==> src/rtl/uart_resp_pkg.sv <==
// uart_resp_pkg: shared definitions for the UART command responder.
//   - command op codes and response status codes
//   - command word field positions
//   - responder FSM state encoding
//   - helpers for address checking and response packing
package uart_resp_pkg;

  typedef enum logic [1:0] {
    OP_NOP  = 2'b00,
    OP_WR   = 2'b01,
    OP_RD   = 2'b10,
    OP_ECHO = 2'b11
  } op_e;

  typedef enum logic [1:0] {
    ST_ERR  = 2'b00,
    ST_WR   = 2'b01,
    ST_RD   = 2'b10,
    ST_ECHO = 2'b11
  } status_e;

  // Command word layout: {op[1:0], addr[5:0], data[7:0]}
  localparam int OP_MSB   = 15;
  localparam int OP_LSB   = 14;
  localparam int ADDR_MSB = 13;
  localparam int ADDR_LSB = 8;
  localparam int DATA_MSB = 7;
  localparam int DATA_LSB = 0;

  // ECHO to this address reports the command counter when statistics are built in
  localparam logic [5:0] STATS_ADDR = 6'h3F;

  typedef enum logic [2:0] {
    IDLE         = 3'd0,
    EXEC         = 3'd1,
    TX_REQ       = 3'd2,
    TX_WAIT_BUSY = 3'd3,
    TX_WAIT_DONE = 3'd4
  } state_e;

  function automatic logic addr_in_range(input logic [5:0] addr, input int num_regs);
    return ({1'b0, addr} < 7'(num_regs));
  endfunction

  function automatic logic [15:0] make_resp(input status_e st, input logic [5:0] addr,
                                            input logic [7:0] data);
    return {st, addr, data};
  endfunction

endpackage

==> src/rtl/uart_resp_regfile.sv <==
// uart_resp_regfile: NUM_REGS x 8-bit register file for the command responder.
// Ports:
//   clk      in   clock
//   rst_n    in   synchronous active-low reset, clears every register
//   wr_en    in   write strobe (address already range-checked by the caller)
//   wr_addr  in   6-bit write address
//   wr_data  in   8-bit write data
//   rd_addr  in   6-bit read address
//   rd_data  out  combinational read data (8'h00 for out-of-range addresses)
//   reg_out  out  flat register contents, reg[i] at [8i+7:8i]
import uart_resp_pkg::*;

module uart_resp_regfile #(
  parameter int NUM_REGS = 16
) (
  input  logic                  clk,
  input  logic                  rst_n,
  input  logic                  wr_en,
  input  logic [5:0]            wr_addr,
  input  logic [7:0]            wr_data,
  input  logic [5:0]            rd_addr,
  output logic [7:0]            rd_data,
  output logic [NUM_REGS*8-1:0] reg_out
);

  logic [7:0] mem_r [NUM_REGS];

  // Register storage: synchronous clear and write
  always_ff @(posedge clk) begin
    if (!rst_n) begin
      for (int i = 0; i < NUM_REGS; i++) mem_r[i] <= 8'h00;
    end else begin
      for (int i = 0; i < NUM_REGS; i++) begin
        if (wr_en && (wr_addr == 6'(i))) mem_r[i] <= wr_data;
      end
    end
  end

  // Read mux written as a compare loop so any 6-bit address is safe
  always_comb begin
    rd_data = 8'h00;
    for (int i = 0; i < NUM_REGS; i++) begin
      if (rd_addr == 6'(i)) rd_data = mem_r[i];
    end
  end

  for (genvar g = 0; g < NUM_REGS; g++) begin : g_flat
    assign reg_out[8*g +: 8] = mem_r[g];
  end

endmodule

==> src/rtl/uart_cmd_responder.sv <==
// uart_cmd_responder: executes 16-bit host commands received by the UART against a
// small register file and returns one 16-bit response word per command (none for NOP).
// Optional build macro: UART_RESP_STATS_EN adds the cmd_count output and the
// ECHO-to-0x3F counter query.
// Ports:
//   clk_50m       in   50 MHz system clock
//   rst_n         in   synchronous active-low reset
//   rx_ready      in   receiver holds a command word
//   rx_data       in   command {op, addr, data}
//   rx_ready_clr  out  1-cycle pulse, command consumed
//   tx_data       out  response {status, addr, data}, held until the next command executes
//   tx_en         out  1-cycle transmit request
//   tx_busy       in   transmitter busy
//   reg_out       out  flat register contents
//   busy          out  responder not idle
//   err           out  1-cycle pulse on bad address or transmitter timeout
//   cmd_count     out  (UART_RESP_STATS_EN only) consumed-command counter
import uart_resp_pkg::*;

module uart_cmd_responder #(
  parameter int NUM_REGS     = 16,
  parameter int BUSY_TIMEOUT = 1024
) (
  input  logic                  clk_50m,
  input  logic                  rst_n,
  input  logic                  rx_ready,
  input  logic [15:0]           rx_data,
  output logic                  rx_ready_clr,
  output logic [15:0]           tx_data,
  output logic                  tx_en,
  input  logic                  tx_busy,
  output logic [NUM_REGS*8-1:0] reg_out,
  output logic                  busy,
`ifdef UART_RESP_STATS_EN
  output logic [15:0]           cmd_count,
`endif
  output logic                  err
);

  localparam int CNT_W = $clog2(BUSY_TIMEOUT + 1);

  state_e           state_r, next_state_s;
  logic [15:0]      cmd_r;
  logic [CNT_W-1:0] tmo_cnt_r;
  op_e              op_s;
  logic [5:0]       addr_s;
  logic [7:0]       data_s;
  logic             addr_ok_s;
  logic [7:0]       rd_data_s;
  logic [15:0]      resp_s;
  logic             tmo_hit_s;
  logic             rx_ready_clr_s, tx_en_s, err_s, busy_s, wr_en_s, load_resp_s;
`ifdef UART_RESP_STATS_EN
  logic [15:0]      cmd_count_r;
`endif

  assign op_s      = op_e'(cmd_r[OP_MSB:OP_LSB]);
  assign addr_s    = cmd_r[ADDR_MSB:ADDR_LSB];
  assign data_s    = cmd_r[DATA_MSB:DATA_LSB];
  assign addr_ok_s = addr_in_range(addr_s, NUM_REGS);
  // Counter starts at 0 in the tx_en cycle, so the last waiting cycle is BUSY_TIMEOUT-1
  assign tmo_hit_s = (tmo_cnt_r == CNT_W'(BUSY_TIMEOUT - 1));

  uart_resp_regfile #(.NUM_REGS(NUM_REGS)) u_regfile (
    .clk     (clk_50m),
    .rst_n   (rst_n),
    .wr_en   (wr_en_s),
    .wr_addr (addr_s),
    .wr_data (data_s),
    .rd_addr (addr_s),
    .rd_data (rd_data_s),
    .reg_out (reg_out)
  );

  // FSM state register
  always_ff @(posedge clk_50m) begin
    if (!rst_n) state_r <= IDLE;
    else        state_r <= next_state_s;
  end

  // FSM next-state logic
  always_comb begin
    next_state_s = state_r;
    case (state_r)
      IDLE: begin
        if (rx_ready) next_state_s = EXEC;
        else          next_state_s = IDLE;
      end
      EXEC: begin
        if (op_s == OP_NOP) next_state_s = IDLE;
        else                next_state_s = TX_REQ;
      end
      TX_REQ: begin
        if (!tx_busy) next_state_s = TX_WAIT_BUSY;
        else          next_state_s = TX_REQ;
      end
      TX_WAIT_BUSY: begin
        if (tx_busy)        next_state_s = TX_WAIT_DONE;
        else if (tmo_hit_s) next_state_s = IDLE;
        else                next_state_s = TX_WAIT_BUSY;
      end
      TX_WAIT_DONE: begin
        if (!tx_busy) next_state_s = IDLE;
        else          next_state_s = TX_WAIT_DONE;
      end
      default: next_state_s = IDLE;
    endcase
  end

  // FSM output strobes, registered below so every port is driven from a flop
  always_comb begin
    rx_ready_clr_s = 1'b0;
    tx_en_s        = 1'b0;
    err_s          = 1'b0;
    wr_en_s        = 1'b0;
    load_resp_s    = 1'b0;
    busy_s         = (next_state_s != IDLE);
    case (state_r)
      IDLE: rx_ready_clr_s = rx_ready;
      EXEC: begin
        load_resp_s = (op_s != OP_NOP);
        wr_en_s     = (op_s == OP_WR) && addr_ok_s;
        err_s       = ((op_s == OP_WR) || (op_s == OP_RD)) && !addr_ok_s;
      end
      TX_REQ:       tx_en_s = !tx_busy;
      TX_WAIT_BUSY: err_s   = !tx_busy && tmo_hit_s;
      TX_WAIT_DONE: err_s   = 1'b0;
      default:      err_s   = 1'b0;
    endcase
  end

  // Response word for the latched command
  always_comb begin
    resp_s = 16'h0000;
    case (op_s)
      OP_WR: begin
        if (addr_ok_s) resp_s = make_resp(ST_WR, addr_s, data_s);
        else           resp_s = make_resp(ST_ERR, addr_s, 8'h00);
      end
      OP_RD: begin
        if (addr_ok_s) resp_s = make_resp(ST_RD, addr_s, rd_data_s);
        else           resp_s = make_resp(ST_ERR, addr_s, 8'h00);
      end
      OP_ECHO: begin
`ifdef UART_RESP_STATS_EN
        if (addr_s == STATS_ADDR) resp_s = make_resp(ST_ECHO, addr_s, cmd_count_r[7:0]);
        else                      resp_s = make_resp(ST_ECHO, addr_s, data_s);
`else
        resp_s = make_resp(ST_ECHO, addr_s, data_s);
`endif
      end
      default: resp_s = 16'h0000;
    endcase
  end

  // Command latch, response hold, timeout counter and registered outputs
  always_ff @(posedge clk_50m) begin
    if (!rst_n) begin
      cmd_r        <= 16'h0000;
      tx_data      <= 16'h0000;
      tx_en        <= 1'b0;
      rx_ready_clr <= 1'b0;
      err          <= 1'b0;
      busy         <= 1'b0;
      tmo_cnt_r    <= {CNT_W{1'b0}};
    end else begin
      rx_ready_clr <= rx_ready_clr_s;
      tx_en        <= tx_en_s;
      err          <= err_s;
      busy         <= busy_s;
      if (rx_ready_clr_s) cmd_r <= rx_data;
      // Loaded in EXEC, so tx_data is already stable when tx_en rises
      if (load_resp_s) tx_data <= resp_s;
      if (tx_en_s)                        tmo_cnt_r <= {CNT_W{1'b0}};
      else if (state_r == TX_WAIT_BUSY)   tmo_cnt_r <= tmo_cnt_r + CNT_W'(1);
      else                                tmo_cnt_r <= tmo_cnt_r;
    end
  end

`ifdef UART_RESP_STATS_EN
  // Counter advances as the command is taken, so a counter query includes itself
  always_ff @(posedge clk_50m) begin
    if (!rst_n)              cmd_count_r <= 16'h0000;
    else if (rx_ready_clr_s) cmd_count_r <= cmd_count_r + 16'h0001;
    else                     cmd_count_r <= cmd_count_r;
  end

  assign cmd_count = cmd_count_r;
`endif

endmodule

==> config.mk <==
export PLATFORM = sky130hd
export DESIGN_NAME = uart_cmd_responder
export DESIGN_NICKNAME = d
export VERILOG_FILES = /design/src/rtl/uart_resp_pkg.sv /design/src/rtl/uart_resp_regfile.sv /design/src/rtl/uart_cmd_responder.sv
export SDC_FILE = /design/constraint.sdc
export NUM_CORES = 1
export LEC_CHECK = 0
export ABC_AREA = 0
export BUFFER_PORTS_ARGS = -buffer_cell sky130_fd_sc_hd__clkbuf_2
export CAP_MARGIN = 20
export CORE_AREA = 2 2 137 139
export DETAILED_ROUTE_END_ITERATION = 8
export DIE_AREA = 0 0 139 141
export GPL_TIMING_DRIVEN = 0
export PLACE_DENSITY = 0.77
export SETUP_SLACK_MARGIN = 0.02
export SYNTH_ARGS = -nofsm -noshare
export SYNTH_HDL_FRONTEND = slang
export SYNTH_SLANG_ARGS = --single-unit
==> constraint.sdc <==
create_clock -name clk_50m -period 2.7 [get_ports clk_50m]
set_clock_uncertainty 0.2 [all_clocks]
set_input_delay 0.135 -clock clk_50m [delete_from_list [all_inputs] [get_ports clk_50m]]
set_output_delay 0.135 -clock clk_50m [all_outputs]
set_load 0.005 [all_outputs]
; Word-level counts from Yosys, hierarchy flattened
; Memories as Yosys holds them, arrays and structs flattened.
; Index checks and enable logic that the tools add are counted.
; W data, S select, Z words.
[totals]
ff_bits = 50
mem_bits_rw = 128
in_bits = 20
output_inout_bits = 148
elab_cells = 175
memories = 1
[mem_list]
columns = memory, words, word_bits, rd, rd_clocked_by_memory_dff, write_ports, line_no
row1 = u_regfile.mem_r, 16, 8, 16, 0, 16, uart_resp_regfile.sv:26  ; logic [7:0] mem_r [NUM_REGS];
[op_classes]
n_addsub = 1
magnitude_cmp = 1
eq_ne = 23
muxes = 96
bitwise = 17
reduce_logical = 28
[ops]
columns = operator, count
row1 = $mux W8, 32
row2 = $mux W1, 55
row3 = $eq A6 B4 Y1 const B, 8
row4 = $pmux W16 S3, 1
row5 = $eq A6 B3 Y1 const B, 4
row6 = $logic_and A1 B1 Y1, 19
row7 = $mux W16, 1
row8 = $or A1 B1 Y1, 16
row9 = $mux W15, 1
row10 = $pmux W3 S5, 1
row11 = $eq A6 B2 Y1 const B, 2
row12 = $add A11 B1 Y11 const B, 1
row13 = $eq A11 B10 Y1 const B, 1
row14 = $eq A3 B2 Y1 const B, 2
row15 = $eq A6 B1 Y1 const B, 1
row16 = $logic_not A6 Y1, 1
row17 = $lt A6 B5 Y1 const B, 1
row18 = $mux W3, 2
row19 = $eq A2 B2 Y1 const B, 2
row20 = $mux W2, 2
row21 = $eq A3 B1 Y1 const B, 1
row22 = $eq A3 B3 Y1 const B, 1
row23 = $logic_not A3 Y1, 1
row24 = $reduce_bool A3 Y1, 1
row25 = other kinds (8), 9

; Depth between registers and ports, before layout
; Gate-level depths: netlist (run 1).
[logic_depth]
word_depth = 19
ltp_mapped = 9
mapped_depth_nobuf = 7

; Hierarchy
; A second synthesis (run 1) with hierarchy kept.
[hier_totals]
cells_unflattened = 709
hier_area_um2 = 7963.9
[modules_own_cells]
columns = mod, instances, cells_each, area_per_inst_um2, seq_area_each_um2
row1 = uart_resp_regfile, 1, 456, 5825.6, 3843.7
row2 = uart_cmd_responder, 1, 253, 2138.3, 1001.0

; Least setup slack after synthesis (run 1)
; Ideal clock, no wire load.
[synth_timing]
path_type = reg2reg
startpoint = register cmd_r[13]
endpoint = memory u_regfile.mem_r[15][0], in the netlist u_regfile.mem_r[1][56], enable pin
arrival_time_ns = 1.753
slack_ns = 0.363
path_stages_with_launch = 6
n_path_buf = 2
period_less_slack_ns = 2.337
path_cell_list = dfxtp_1 buf_2 and4bb_2 buf_2 nand2_1 o21ai_0
[synth_rtl]
columns = item, line_no
row1 = "start, declared", uart_cmd_responder.sv:43  ; logic [15:0] cmd_r;
row2 = "start signal, assigned", uart_cmd_responder.sv:171  ; if (rx_ready_clr_s) cmd_r <= rx_data;
row3 = "end, declared", uart_resp_regfile.sv:26

; Final worst setup path (run 1)
[layout_timing]
startpoint = register cmd_r[9]
endpoint = register tx_data[2]
[layout_via]
elab_chain_cells = 19
word_cells_on_any_way = 36
classes_between = order compare: 1 / eq/ne: 15 / mux: 19 / reduce/logical: 1
[layout_rtl]
columns = item, line_no
row1 = $logic_not A6 Y1, uart_resp_regfile.sv:43  ; if (rd_addr == 6'(i)) rd_data = mem_r[i];
row2 = $mux W8 (16 in a row), uart_resp_regfile.sv:43
row3 = $mux W16, uart_cmd_responder.sv:141  ; if (addr_ok_s) resp_s = make_resp(ST_RD, addr_s, rd_data_s);
row4 = $pmux W16 S3 (*), uart_cmd_responder.sv:135  ; case (op_s)
row5 = "end signal, assigned", uart_cmd_responder.sv:173  ; if (load_resp_s) tx_data <= resp_s;
row6 = "end, declared", uart_cmd_responder.sv:29  ; output logic [15:0] tx_data,
; Mark *: on every way between the ends. The rest lies on a longest branch, timed or not.
; A chain may end at the register's enable or synchronous reset.

==> results of run 1 <==
## cell families after synthesis
| kind of cell | count (synthesis) |
|---|---|
| muxes | 24 |
| and+or+nand+nor | 305 |
| adders and majority gates | 5 |
| AOI/OAI and AO/OA | 134 |
| DFF | 178 |
| xor gates and xnor gates | 10 |
| buffers and inverters | 66 |
## registers in the layout, summed over array words and instances, names as in the netlist
name and cells:
busy 1, cmd_r 16, err 1, rx_ready_clr 1, state_r 3, tmo_cnt_r 11, tx_data 16, tx_en 1
u_regfile.mem_r 128
## worst min-delay path, delay by kind of cell
family | cells | cell delay [ps]
and+or+nand+nor | 2 | 250
buffers and inverters | 1 | 250
## final timing paths
path	to	from	slack, ps
worst max-delay path	tx_data[2]	cmd_r[9]	30
worst min-delay path	state_r[2]	rst_n	50
worst max register to register	tx_data[2]	cmd_r[9]	30
worst min register to register	tx_data[9]	tx_data[9]	250
## layout by cell type (no fill, tap or decap), types with 22 or more instances in the layout
master,count
nand2_1,82
buf_2,26
clkbuf_2,166
nor2_1,111
nand3_1,25
edfxtp_1,128
dfxtp_1,50
dlygate4sd3_1,23
a21oi_1,44
o21ai_0,22
clkbuf_1,25
## through the flow
step                instances  worst slack (ps)   util  hold WS, ps  power [mW]
floorplan                 722               363      -         71.0        3.49
global placement         1122              -501  0.498          167        3.78
detailed placement       1127              -189  0.499          177        3.79
CTS                      1181              21.9  0.545         28.1        6.25
global route             1180             -22.4  0.547         76.8        6.45
finish                   1181              31.4  0.547         50.4        6.29
## power by group
group          internal (mW)  switching, mW  leakage (nW)
Sequential              3.04         0.0950          1.73
Combinational          0.248          0.425          1.86
Clock                   1.38           1.10         0.275
## what timing repair did
item	in CTS	in global routing
resized for setup	8	17
endpoints found under the setup margin	103	105
hold buffers	23	0
hold endpoints to repair	23	0
cloned	0	0
## per-layer routing
layer | GRT usage | vias up
met1 | 0.353 | 3375
met4 | 0.103 | 0
li1 | - | 3050
met3 | 0.0690 | 90
met2 | 0.418 | 529
met5 | 0 | -
## layout make-up
cell class | count | area [um^2]
Inverter | 15 | 56.3
Clock buffer | 19 | 433
Buffer | 50 | 234
Clock inverter | 12 | 146
Fill cell | 1553 | 8280
Antenna cell | 1 | 2.50
Sequential cell | 178 | 4840
Tap cell | 234 | 293
Multi-Input combinational cell | 478 | 2890
Timing Repair Buffer | 194 | 1090
==> impl_metrics.py, run 1 <==
metrics = {
    "status": {
        "status": "finished clean",
    },
    "clock_network": {
        "cts_buffer_depth": 2,
        "root_buffer": "clkbuf_16",
        "cts_tree": "yes",
        "cts-htree-levels": 4,
        "clk_latency_ps": 440,
        "cts_setup_buffers": 0,
        "cts.clk_slew.worst_paths_ps": 70,
        "clock-sinks": 178,
        "cts_inserted_buffers": 17,
    },
    "worst_setup_path": {
        "cpMostUsedCell": "buf_2",
        "slowest_stage": "a221oi_1",
        "cp-start-kind": "flip-flop",
        "path_class": "reg2reg",
        "crit_buf_inv": 3,
        "reg2reg_depth": 6,
        "path_max_fanout": 10,
        "slowest_delay_ps": 580,
        "cp.required_ps": 2870,
        "crit_arrival_ps": 2840,
        "crit_path_end_kind": "flip-flop",
        "crit_path_cell_trace": "buf_2 -> buf_2 -> buf_2 -> o21ai_1 -> a221oi_1 -> o21a_1",
        "crit_family": "buffers and inverters",
        "path_depth": 6,
    },
    "global_routing": {
        "antenna_found_initial": 0,
        "grt_overflow": 0,
        "grt_max_degree": 17,
        "track_usage": 0.265,
        "grt_pass1_vias": 6587,
        "grt_pass1_wl_um": 38800,
    },
    "sta": {
        "timing.fmax_mhz": 375,
        "setup_violations": 0,
        "slew_violations": 0,
        "fin_setup_tns_ps": 0,
        "grt_setup_unrepaired": "yes",
        "finalCriticalPeriod_ps": 2670,
        "timing.final.crit_share": 0.988,
        "finalHoldViolations": 0,
        "slew_headroom": 0.402,
        "worst_slew_pin_slew_ps": 897,
    },
    "route": {
        "drt_drc_violations_left": 0,
        "route.top_layer_used": "met4",
        "met2_length_um": 12300,
        "wl_met3_um": 3130,
        "drt_iter0_markers": 965,
        "wl_met1_um": 10100,
        "viasPerCell": 5.96,
        "drt-total-wl_um": 26600,
        "first_pass_iters": 6,
        "vias": 7044,
        "wl_per_cell_um": 22.5,
        "ant_nets": 0,
    },
    "power_and_ir_drop": {
        "peakVddDrop_mv": 0.433,
        "p_leak_nw": 3.87,
        "p_per_area_nw_per_um2": 630,
    },
    "finish": {
        "fin_nets": 959,
        "drive_gt1_frac": 0.291,
        "final_area_um2": 9990,
        "syn_to_final_growth_pct": 25.4,
    },
    "placement": {
        "place_area_um2": 9120,
        "portBuffers": 166,
        "hpwl_um": 19100,
        "gp_congestion": 1.01,
    },
    "synthesis": {
        "synth_commonest_cells": "edfxtp_1, nor2_1, nand2_1, dfxtp_1, a21oi_1",
        "ys_seq_area_frac": 0.608,
        "syn_avg_cell_area_um2": 11.0,
        "synthSimpleGateAreaFrac": 0.185,
        "yosysTopAreaCell": "edfxtp_1",
        "synth_edf_count": 128,
        "yosysMostFrequentCell": "edfxtp_1",
        "synth_area_leaders": "edfxtp_1, dfxtp_1, nor2_1",
        "ys_ff_latch": 178,
        "synth_top_family_by_area": "simple AND/OR/NAND/NOR gates",
        "synth_async_sr_flop_share": 0,
        "synthMuxAreaShare": 0.0471,
        "synthesis.nets": 747,
        "netlist_instances": 722,
        "synth_fa_ha_area_frac": 0.00785,
        "netlist_area_um2": 7970,
        "synth_top_area_frac": 0.482,
        "yosysUniqueCellTypes": 70,
        "synth_xor_area_frac": 0.0110,
        "synth_compound_area_frac": 0.104,
        "synthFlopType": "edfxtp_1",
        "yosys_warnings": 0,
    },
    "hold_path": {
        "hp-class": "in2reg",
        "min_path_cells": 3,
    },
    "floorplanning": {
        "start_util": 0.436,
        "die-area_um2": 19600,
        "core-area_um2": 18300,
        "die_height_um": 141,
        "pin_count": 168,
        "fp.dieW_um": 139,
        "rows": 50,
    },
    "flow_run": {
        "maxCapViolations": 0,
    },
}
Power figures use the tool's default switching activity.
==> inputs of run 2 (changes only) <==
--- a/config.mk
+++ b/config.mk
@@ -6,7 +6,7 @@
 export NUM_CORES = 1
 export LEC_CHECK = 0
 export ABC_AREA = 0
-export BUFFER_PORTS_ARGS = -buffer_cell sky130_fd_sc_hd__clkbuf_2
+export BUFFER_PORTS_ARGS = -buffer_cell sky130_fd_sc_hd__buf_2
 export CAP_MARGIN = 20
 export CORE_AREA = 2 2 137 139
 export DETAILED_ROUTE_END_ITERATION = 8
==> run 2 against run 1 <==
Setup slack worse by 23 ps. Utilization hardly changed. Critical path type unchanged. Sequential power hardly changed. Global-route usage is 0.11 points higher. Highest routed layer unchanged. Sequential share of layout area hardly changed. Die area stayed put.
==> impl_metrics.py, run 2 (synthesis gave the netlist of run 1 again) <==
metrics = {
    "floorplanning": {
        "pin_count": 168,
        "die_height_um": 141,
        "core-area_um2": 18300,
        "rows": 50,
        "die-area_um2": 19600,
        "fp.dieW_um": 139,
        "start_util": 0.436,
    },
    "clock_network": {
        "clk_latency_ps": 430,
        "cts_tree": "yes",
        "cts.clk_slew.worst_paths_ps": 70,
        "root_buffer": "clkbuf_16",
        "cts-htree-levels": 4,
        "cts_setup_buffers": 0,
        "cts_buffer_depth": 2,
        "cts_inserted_buffers": 17,
        "clock-sinks": 178,
    },
    "sta": {
        "finalHoldViolations": 0,
        "setup_violations": 0,
        "timing.fmax_mhz": 372,
        "grt_setup_unrepaired": "yes",
        "slew_violations": 0,
        "worst_slew_pin_slew_ps": 865,
        "timing.final.crit_share": 0.997,
        "finalCriticalPeriod_ps": 2690,
        "slew_headroom": 0.424,
    },
    "route": {
        "drt_drc_violations_left": 0,
        "first_pass_iters": 7,
        "ant_nets": 0,
        "vias": 7004,
        "drt_iter0_markers": 1111,
        "viasPerCell": 5.94,
        "wl_per_cell_um": 22.7,
        "drt-total-wl_um": 26800,
    },
    "worst_setup_path": {
        "path_class": "reg2reg",
        "timing.rr.start": "cmd_r[9]",
        "crit_family": "buffers and inverters",
        "crit_arrival_ps": 2860,
        "reg2reg_to": "tx_data[2]",
        "cpMostUsedCell": "buf_2",
        "crit_path_end_kind": "flip-flop",
        "slowest_stage": "a221oi_1",
        "reg2reg_depth": 6,
        "path_max_fanout": 10,
        "cp-start-kind": "flip-flop",
        "r2r_slack_ps": 9,
        "crit_path_cell_trace": "buf_2 -> buf_2 -> buf_2 -> o21ai_1 -> a221oi_1 -> o21a_1",
        "slowest_delay_ps": 550,
        "crit_buf_inv": 3,
        "cp.required_ps": 2870,
    },
    "flow_run": {
        "maxCapViolations": 0,
    },
    "global_routing": {
        "grt_pass1_vias": 6490,
        "grt_overflow": 0,
        "antenna_found_initial": 0,
        "grt_max_degree": 18,
        "track_usage": 0.266,
        "grt_pass1_wl_um": 38600,
    },
    "finish": {
        "reg_top3": "u_regfile.mem_r: 128 flops, cmd_r: 16 flops, tx_data: 16 flops",
        "final_area_um2": 9990,
        "largest_reg_flops": 128,
        "layout_commonest_cell": "buf_2",
        "syn_to_final_growth_pct": 25.4,
        "fin_nets": 958,
        "final_cell_mix": "buf_2, edfxtp_1, nor2_1, nand2_1, dfxtp_1",
        "drive_gt1_frac": 0.291,
        "fin_cells": 1180,
        "top_register": "u_regfile.mem_r",
        "num_antenna_cells": 0,
    },
    "placement": {
        "post-place-cells": 1127,
        "hpwl_um": 19200,
        "portBuffers": 166,
        "place_area_um2": 9120,
        "gp_congestion": 1.00,
    },
    "power_and_ir_drop": {
        "p_leak_nw": 3.91,
        "peakVddDrop_mv": 0.461,
        "power_mw": 6.32,
        "p_per_area_nw_per_um2": 632,
    },
    "status": {
        "status": "finished clean",
    },
    "hold_path": {
        "hold_end": "state_r[0]",
        "min-delay-start": "rst_n",
        "min_path_cells": 3,
        "hp-class": "in2reg",
    },
}
run 2: changes by cell type in the layout (fill, tap and decap cells not counted), sizes merged:
| cell | change |
|---|---|
| clkinv | +3 |
| dlygate4sd3 | -2 |
| clkinvlp | -1 |
| clkbuf | -165 |
| buf | +165 |
| diode | -1 |
run 2: worst max-delay path by stage:
| stage | start | to | slack [ps] | cells after the start |
|---|---|---|---|---|
| after floorplan | cmd_r[13] | u_regfile.mem_r[1][56] | 360 | 5 |
| after global routing | state_r[2] | u_regfile.mem_r[0][60] | 30 | 6 |
| after CTS | state_r[2] | u_regfile.mem_r[0][49] | 40 | 6 |
| after global placement | cmd_r[8] | u_regfile.mem_r[1][62] | -480 | 6 |
| after detailed placement | cmd_r[8] | u_regfile.mem_r[1][60] | -140 | 7 |
| final | cmd_r[9] | tx_data[2] | 9 | 6 |
run 2: per-layer routing:
metal	part of all wire	GRT usage	vias to the layer above	wire length (um)
met1	0.37	0.355	3344	10000
met5	0	0	-	0
met3	0.13	0.0768	94	3480
met4	0.040	0.106	0	1070
li1	-	-	3036	-
met2	0.46	0.412	530	12300
run 2: final cells by class:
type	instances	area, um^2
multi-input combinational	478	2890
timing repair buffer	192	1070
clock inverter	14	170
clock buffer	18	429
inverter	15	56.3
buffer	51	240
fill	1565	8270
tap	234	293
sequential	178	4840
run 2: tightest hold or removal path, stage by stage:
cell and delay (ps):
clkbuf_1 230, nand2_1 180, a31oi_1 50
run 2: report_power, final:
part	internal (mW)	leakage [nW]	switching [mW]
Combinational	0.247	1.89	0.424
Sequential	3.04	1.73	0.0907
Clock	1.40	0.288	1.12
run 2: metrics by stage:
stage,hold slack [ps],worst slack (ps),setup TNS (ps),utilization
after floorplan,71.0,363,0,-
after global placement,185,-482,-19820,0.498
after detailed placement,193,-137,-4410,0.499
after CTS,8.12,43.2,0,0.545
after global routing,29.2,29.0,0,0.547
final,14.5,8.69,0,0.547
run 2: repair_timing:
item,4_1_cts,5_1_grt
hold buffers,21,0
gates resized for setup,8,16
endpoints found under the setup margin,94,108
gates cloned,0,0
hold endpoints to repair,22,0
==> inputs of run 3 (changes only) <==
--- a/config.mk
+++ b/config.mk
@@ -5,15 +5,17 @@
 export SDC_FILE = /design/constraint.sdc
 export NUM_CORES = 1
 export LEC_CHECK = 0
-export ABC_AREA = 0
+export ABC_AREA = 1
 export BUFFER_PORTS_ARGS = -buffer_cell sky130_fd_sc_hd__buf_2
 export CAP_MARGIN = 20
-export CORE_AREA = 2 2 137 139
+export CORE_AREA = 2 2 134 136
+export CTS_BUF_LIST = sky130_fd_sc_hd__clkbuf_16
 export DETAILED_ROUTE_END_ITERATION = 8
-export DIE_AREA = 0 0 139 141
+export DIE_AREA = 0 0 136 138
 export GPL_TIMING_DRIVEN = 0
 export PLACE_DENSITY = 0.77
 export SETUP_SLACK_MARGIN = 0.02
+export SLEW_MARGIN = 10
 export SYNTH_ARGS = -nofsm -noshare
 export SYNTH_HDL_FRONTEND = slang
 export SYNTH_SLANG_ARGS = --single-unit
==> run 3 against run 2 <==
Non-clock buffer count is 33 lower. Maximum frequency rose by 2.4%. Critical path depth is 1 lower. Hold slack better by 260 ps. Die area is 4.2% lower. Cell area down 4.6%. First-iteration DRC count decreased by 40%. Synthesized cell count grew 8.0%. Clock power is 8.3% lower. Count of clock-buffer cells in the layout fell by 1.
==> impl_metrics.py, run 3 <==
metrics = {
    "synthesis": {
        "synth_async_sr_flop_share": 0,
        "synth_area_leaders": "edfxtp_1, dfxtp_1, nand2_1",
        "synthFlopType": "edfxtp_1",
        "synthesis.nets": 805,
        "yosysMostFrequentCell": "nand2_1",
        "yosys_warnings": 0,
        "syn_avg_cell_area_um2": 9.76,
        "synth_edf_count": 128,
        "netlist_area_um2": 7620,
        "ys_seq_area_frac": 0.636,
        "ys_ff_latch": 178,
        "yosysTopAreaCell": "edfxtp_1",
        "synth_commonest_cells": "nand2_1, nor2_1, edfxtp_1, inv_1, a21oi_1",
        "synth_top_area_frac": 0.505,
        "netlist_instances": 780,
        "yosysUniqueCellTypes": 35,
    },
    "clock_network": {
        "cts-htree-levels": 4,
        "clock-sinks": 178,
        "cts_buffer_depth": 2,
        "cts_tree": "yes",
        "cts.clk_slew.worst_paths_ps": 60,
        "clk_latency_ps": 430,
        "root_buffer": "clkbuf_16",
        "cts_inserted_buffers": 17,
    },
    "placement": {
        "place_area_um2": 8740,
        "portBuffers": 166,
        "hpwl_um": 15700,
        "gp_congestion": 0.876,
    },
    "sta": {
        "grt_setup_unrepaired": "yes",
        "setup_violations": 0,
        "timing.final.crit_share": 0.973,
        "worst_slew_pin_slew_ps": 820,
        "slew_violations": 0,
        "finalCriticalPeriod_ps": 2630,
        "finalHoldViolations": 0,
        "slew_headroom": 0.453,
        "timing.fmax_mhz": 381,
        "fin_setup_tns_ps": 0,
        "whs_ps": 275,
    },
    "floorplanning": {
        "rows": 49,
        "start_util": 0.434,
        "core-area_um2": 17500,
        "pin_count": 168,
        "fp.dieW_um": 136,
        "die-area_um2": 18800,
        "die_height_um": 138,
    },
    "global_routing": {
        "grt_pass1_wl_um": 32700,
        "antenna_found_initial": 0,
        "grt_max_degree": 17,
        "grt_overflow": 0,
        "grt_pass1_vias": 6053,
        "track_usage": 0.231,
    },
    "route": {
        "wl_per_cell_um": 17.6,
        "drt_iter0_markers": 665,
        "ant_nets": 0,
        "vias": 6435,
        "drt_drc_violations_left": 0,
        "first_pass_iters": 5,
        "drt-total-wl_um": 21700,
        "viasPerCell": 5.24,
    },
    "finish": {
        "reg_top3": "u_regfile.mem_r: 128 flops, cmd_r: 16 flops, tx_data: 16 flops",
        "drive_gt1_frac": 0.247,
        "n_fill_cell": 1581,
        "layout_commonest_cell": "buf_2",
        "fin_nets": 1012,
        "num_antenna_cells": 0,
        "largest_reg_flops": 128,
        "final_cell_mix": "buf_2, nand2_1, nor2_1, edfxtp_1, inv_1",
        "syn_to_final_growth_pct": 25.2,
        "final_area_um2": 9530,
        "top_register": "u_regfile.mem_r",
        "fin_util": 0.544,
    },
    "worst_setup_path": {
        "crit_arrival_ps": 2510,
        "cp.required_ps": 2580,
        "crit_path_start": "rst_n",
        "path_class": "in2reg",
        "crit_path_end_kind": "flip-flop",
        "cp-start-kind": "input port",
        "path_max_fanout": 10,
        "timing.rr.start": "cmd_r[8]",
    },
    "power_and_ir_drop": {
        "power_mw": 6.21,
        "peakVddDrop_mv": 0.424,
        "p_leak_nw": 4.10,
        "p_per_area_nw_per_um2": 651,
    },
    "hold_path": {
        "min-delay-start": "rx_data[4]",
        "hp-class": "in2reg",
    },
    "status": {
        "status": "finished clean",
    },
    "flow_run": {
        "maxCapViolations": 0,
    },
}
[run 3: per-stage QoR]
step                cells  setup slack (ps)
floorplan             780               383
global placement     1175              -242
detailed placement   1176              -226
CTS                  1228              77.9
global route         1229              8.96
finish               1229              72.6
[run 3: cell families (layout without fill, tap and decap cells)]
logic type,count (synthesis),count (layout),synth area share
AO/OA/AOI/OAI,106,106,0.0720
buffers and inverters,110,330,0.0549
AND/OR/NAND/NOR,378,378,0.225
adder cells (fa/ha/maj),5,5,0.00821
XOR/XNOR,3,3,0.00345
flip-flops,178,178,0.636
[run 3: worst max-delay path, stage by stage]
cell and delay, ps:
dlygate4sd3_1 520, clkbuf_1 370, clkbuf_1 450, clkbuf_1 600
nand2_1 410
[run 3: final cells by class]
cell class	instances	area [um^2]	share of cell area
timing repair buffer	188	1040	0.109
sequential	178	4850	0.508
clock buffer	17	425	0.0446
multi-input combinational	492	2390	0.251
clock inverter	15	120	0.0126
inverter	88	330	0.0347
tap	229	287	0.0301
buffer	22	87.6	0.00919
[run 3: path summary, 6_finish.rpt]
check	slack, ps	cells after the start	end
max	70	5	u_regfile.mem_r[1][12]
min	270	4	cmd_r[4]
max reg2reg	160	13	tx_data[0]
min reg2reg	280	2	tmo_cnt_r[9]
[run 3: power breakdown]
part	leakage (nW)	internal, mW	switching [mW]	total (mW)
logic	2.11	0.233	0.485	0.718
clock network	0.261	1.26	1.05	2.31
registers	1.73	3.08	0.104	3.18
[run 3: routing by layer]
| metal | vias up | global-route usage | routed length, um |
|---|---|---|---|
| li1 | 3019 | - | - |
| met1 | 3054 | 0.304 | 8900 |
| met2 | 322 | 0.372 | 10300 |
| met3 | 40 | 0.0598 | 1930 |
| met4 | 0 | 0.0735 | 502 |
| met5 | - | 0 | 0 |
[run 3: timing repair]
action / CTS / global route
hold buffers: 20 / 0
gates resized for setup: 3 / 13
setup buffers: 0 / 1
setup endpoints to repair: 40 / 88
endpoints found under the hold margin: 21 / 0
cloned: 0 / 0
